## config.mk

```make
export PLATFORM = sky130hd
export DESIGN_NAME = max7219_spi_serializer
export DESIGN_NICKNAME = d
export VERILOG_FILES = /design/src/rtl/max7219_spi_serializer.sv
export SDC_FILE = /design/constraint.sdc
export NUM_CORES = 1
export LEC_CHECK = 0
export CAP_MARGIN = 20
export CORE_MARGIN = 4
export CORE_UTILIZATION = 35
export DETAILED_ROUTE_END_ITERATION = 12
export GPL_ROUTABILITY_DRIVEN = 0
export HOLD_SLACK_MARGIN = 0.12
export PLACE_DENSITY = 0.59
export SYNTH_ARGS = -nofsm -noshare
export SYNTH_HDL_FRONTEND = slang
export SYNTH_SLANG_ARGS = --single-unit
```

## constraint.sdc

```tcl
create_clock -name clk -period 2.14 [get_ports clk]
set_clock_uncertainty 0.15 [all_clocks]
set_input_delay 0.214 -clock clk [delete_from_list [all_inputs] [get_ports clk]]
set_output_delay 0.214 -clock clk [all_outputs]
set_load 0.05 [all_outputs]
```

## src/rtl/max7219_spi_serializer.sv

```systemverilog
// Shifts G_MATRIX_NB 16-bit words MSB first onto the MAX7219 CLK/DIN pins and closes the frame with a LOAD pulse.
// Per word: 1 handshake cycle + 32*G_MAX_HALF_PERIOD shift cycles; o_data_ready only in WAIT_WORD, so upstream stalls simply stretch WAIT_WORD.
module max7219_spi_serializer #(
   parameter int G_MATRIX_NB       = 8,
   parameter int G_MAX_HALF_PERIOD = 4,
   parameter int G_LOAD_DURATION   = 4
) (
   input  logic        clk,
   input  logic        rst_n,
   input  logic        i_start,
   input  logic [15:0] i_data,
   input  logic        i_data_valid,
   output logic        o_data_ready,
   output logic        o_max7219_clk,
   output logic        o_max7219_data,
   output logic        o_max7219_load,
   output logic        o_busy,
   output logic        o_frame_done
);

   localparam int CNT_MAX = (G_MAX_HALF_PERIOD > G_LOAD_DURATION) ? G_MAX_HALF_PERIOD : G_LOAD_DURATION;
   localparam int PW      = $clog2(CNT_MAX) + 1;
   localparam int WW      = $clog2(G_MATRIX_NB) + 1;

   localparam logic [PW-1:0] HALF_LAST = PW'(G_MAX_HALF_PERIOD - 1);
   localparam logic [PW-1:0] LOAD_LAST = PW'(G_LOAD_DURATION - 1);
   localparam logic [WW-1:0] WORD_LAST = WW'(G_MATRIX_NB - 1);

   typedef enum logic [2:0] {
      S_IDLE,
      S_WAIT_WORD,
      S_CLK_LOW,
      S_CLK_HIGH,
      S_LOAD
   } state_t;

   state_t        state, state_nxt;
   logic [PW-1:0] phase_cnt, phase_nxt;
   logic [3:0]    bit_cnt, bit_nxt;
   logic [WW-1:0] word_cnt, word_nxt;
   logic [14:0]   shift_reg, shift_nxt;
   logic          din_nxt;

   always_comb begin
      state_nxt = state;
      phase_nxt = phase_cnt;
      bit_nxt   = bit_cnt;
      word_nxt  = word_cnt;
      shift_nxt = shift_reg;
      din_nxt   = o_max7219_data;

      case (state)
         S_IDLE: begin
            // o_frame_done marks the first IDLE cycle; a start there is dropped
            if (i_start && !o_frame_done) begin
               state_nxt = S_WAIT_WORD;
               word_nxt  = '0;
            end
         end

         S_WAIT_WORD: begin
            if (i_data_valid && o_data_ready) begin
               shift_nxt = i_data[14:0];
               bit_nxt   = 4'd15;
               din_nxt   = i_data[15];
               phase_nxt = '0;
               state_nxt = S_CLK_LOW;
            end
         end

         S_CLK_LOW: begin
            if (phase_cnt == HALF_LAST) begin
               phase_nxt = '0;
               state_nxt = S_CLK_HIGH;
            end else begin
               phase_nxt = phase_cnt + PW'(1);
            end
         end

         S_CLK_HIGH: begin
            if (phase_cnt == HALF_LAST) begin
               phase_nxt = '0;
               // DIN only moves here, together with the CLK fall
               if (bit_cnt != 4'd0) begin
                  bit_nxt   = bit_cnt - 4'd1;
                  din_nxt   = shift_reg[14];
                  shift_nxt = {shift_reg[13:0], 1'b0};
                  state_nxt = S_CLK_LOW;
               end else if (word_cnt != WORD_LAST) begin
                  word_nxt  = word_cnt + WW'(1);
                  state_nxt = S_WAIT_WORD;
               end else begin
                  state_nxt = S_LOAD;
               end
            end else begin
               phase_nxt = phase_cnt + PW'(1);
            end
         end

         S_LOAD: begin
            if (phase_cnt == LOAD_LAST) begin
               phase_nxt = '0;
               state_nxt = S_IDLE;
            end else begin
               phase_nxt = phase_cnt + PW'(1);
            end
         end

         default: begin
            state_nxt = S_IDLE;
         end
      endcase
   end

   // Outputs are registered from the next state so they line up with the state they describe.
   always_ff @(posedge clk or negedge rst_n) begin
      if (!rst_n) begin
         state          <= S_IDLE;
         phase_cnt      <= '0;
         bit_cnt        <= '0;
         word_cnt       <= '0;
         shift_reg      <= '0;
         o_data_ready   <= 1'b0;
         o_max7219_clk  <= 1'b0;
         o_max7219_data <= 1'b0;
         o_max7219_load <= 1'b0;
         o_busy         <= 1'b0;
         o_frame_done   <= 1'b0;
      end else begin
         state          <= state_nxt;
         phase_cnt      <= phase_nxt;
         bit_cnt        <= bit_nxt;
         word_cnt       <= word_nxt;
         shift_reg      <= shift_nxt;
         o_data_ready   <= (state_nxt == S_WAIT_WORD);
         o_max7219_clk  <= (state_nxt == S_CLK_HIGH);
         o_max7219_data <= din_nxt;
         o_max7219_load <= (state_nxt == S_LOAD);
         o_busy         <= (state_nxt != S_IDLE);
         o_frame_done   <= (state == S_LOAD) && (state_nxt == S_IDLE);
      end
   end

endmodule

```

==> metrics.yaml <==
die:
  initial_core_util: 0.361
  ios: 26
  dieArea_sq_um: 6050
  die_h_um: 77.8
  core_sq_um: 4720
  num_rows: 25
  die_width_um: 77.8
synth:
  ys.warnings.count: 0
  synthCells: 181
  syn_area_sq_um: 1700
  synth_fp_nets: 204
  ys.flop_type: "dfrtp_1"
  synth-async-reset-ratio: 1.00
  synth-seq-cells: 35
  postSynthAreaPerCell_sq_um: 9.41
  ys_seq_area_frac: 0.514
  synth-edff-count: 0
  yosysUniqueCellTypes: 40
place:
  dp.cells: 268
  dp_hpwl_mm: 2.52
  place_ws_ns: 0.181
  io_buffers: 25
flow_run:
  cap_violations: 0
power_and_ir_drop:
  p_per_area_nw_per_um2: 1320
  p_leak_uw: 0.000889
  ir_drop_mv: 0.358
  p_seq_frac: 0.395
  p_sw_frac: 0.396
  p_int_uw: 1710
  p_sw_uw: 1120
  pwr-share-clk: 0.188
  comb_power_share: 0.417
critical_path:
  required_ns: 2.21
  end_kind: "flop"
  crit_type: "flop to flop"
  ff2ff_setup_slack_ns: 0.19
  cp.arrival_ns: 2.02
  path_cells: "ha_1, nor2b_1, nand4_2, and4_4, nor3_2"
  critical_path.slowest_cell: "dfrtp_1"
  critPathLaunchType: "flop"
  cpPeakStageDelay_ns: 0.41
  crit_fanout: 8
cts:
  cts.path.max_buffers: 2
  path_clk_slew_ns: 0.07
  cts_sinks: 35
  postCtsResizedCells: 0
  cts_htree_levels: 2
  postCtsHoldBufs: 0
  cts_tree: "done"
  cts_made_buffers: 5
  post_cts_buffers: 0
  ctsRootBufferMaster: "clkbuf_8"
  clock_latency_ns: 0.29
cells_and_area:
  regArea_sq_um: 876
  drive_gt1_frac: 0.115
  multi_input_area_sq_um: 741
  fin_nets: 231
  final_cells: 276
  final_common_cell: "nand2_1"
  fin_util: 0.452
  layout_common_cells: "36 x nand2_1, 35 x dfrtp_1, 25 x clkdlybuf4s50_1, 19 x nor3_1, 17 x a31oi_1"
  diodes: 0
  area_growth_pct: 25.3
  largest_reg_flops: 15
  nFillCells: 487
timing:
  timing.final.ws_setup_ns: 0.186
  max_slew.worst_pin.slew_ns: 0.520
  fin_tns_setup_ns: 0
  setup_viol: 0
  rsz0062_at_grt: "false"
  fin_crit_ns: 1.95
  max_freq_ghz: 0.512
  finalHoldViolations: 0
  timing.hold.ws_ns: 0.175
  slew_headroom: 0.653
  finalCritPeriodShare: 0.913
  drv_slew: 0
grt:
  grt_pass1_wl_mm: 6.56
  first_global_vias: 1363
  grt_usage: 0.136
  grt_max_degree: 36
  overflow: 0
  antenna_found_initial: 0
drt:
  wl_mm: 3.72
  routedWlPerCell_um: 13.5
  post-route-drc-count: 0
  antenna_left: 0
  num_vias: 1393
  vias_per_cell: 5.05
  dr.pass1.iters: 4
  drt_iter0_drc: 90
min_path:
  hp-class: "input port to async pin"
outcome:
  status: "complete, no violations"
-- per-layer routing --
metal  global-route usage  up-vias  wire, um
met5                    0        -         0
met4               0.0587        0        73
met3               0.0371        7       154
met2                0.199       25      1750
met1                0.187      663      1740
li1                     -      698         -
-- cells in the mapped netlist, types with 3 or more instances --
cell	count	area share
nand2b_1	3	0.011
buf_2	7	0.021
nand2_1	36	0.079
nand3_1	3	0.0088
nor3_1	20	0.059
ha_1	3	0.022
a21oi_1	5	0.015
clkbuf_1	3	0.0066
a31oi_1	17	0.062
dfrtp_1	35	0.51
inv_1	8	0.018
nor2_1	7	0.015
-- final cells by class --
cell class / count / area share
flip-flops and latches: 35 / 0.411
clock buffers: 8 / 0.0469
inverters: 8 / 0.0141
multi-input cells: 126 / 0.347
well taps: 67 / 0.0393
repair buffers: 32 / 0.142
-- power by group through the flow --
stage / Combinational (uW) / Clock [uW] / Sequential (uW)
after floorplan: 800 / 0 / 1190
after global placement: 1170 / 0 / 1130
after detailed placement: 1190 / 0 / 1130
after CTS: 1190 / 543 / 1120
after global routing: 1320 / 580 / 1160
final: 1180 / 532 / 1120
-- critical path, delay by kind of cell (launching register included) --
kind	cells	cell delay [ns]
fa+ha+maj	1	0.22
flops	1	0.41
simple gates	4	1.10
-- per-stage QoR --
step	total power, uW	cell area, sq um
detailed placement	2320	2030
global placement	2300	2030
floorplan	1990	1700
CTS	2850	2130
global route	3070	2130
finish	2830	2130
-- kinds of logic after synthesis --
kind of cell	share of synthesized area
simple gates	0.262
compound gates	0.137
flops	0.514
buf+inv	0.0536
fa+ha+maj	0.0220
xor+xnor	0.00514
mux	0.00588
-- path summary, 6_finish.rpt --
kind	from	to	cells past startpoint
min reg2reg	word_cnt[3]	word_cnt[3]	1
min in group clk	word_cnt[3]	word_cnt[3]	1
max in group asynchronous	rst_n	o_frame_done	2
min	rst_n	o_max7219_data	2
max reg2reg	phase_cnt[0]	o_data_ready	5
max	phase_cnt[0]	o_data_ready	5
(Power assumes the default switching activity.)
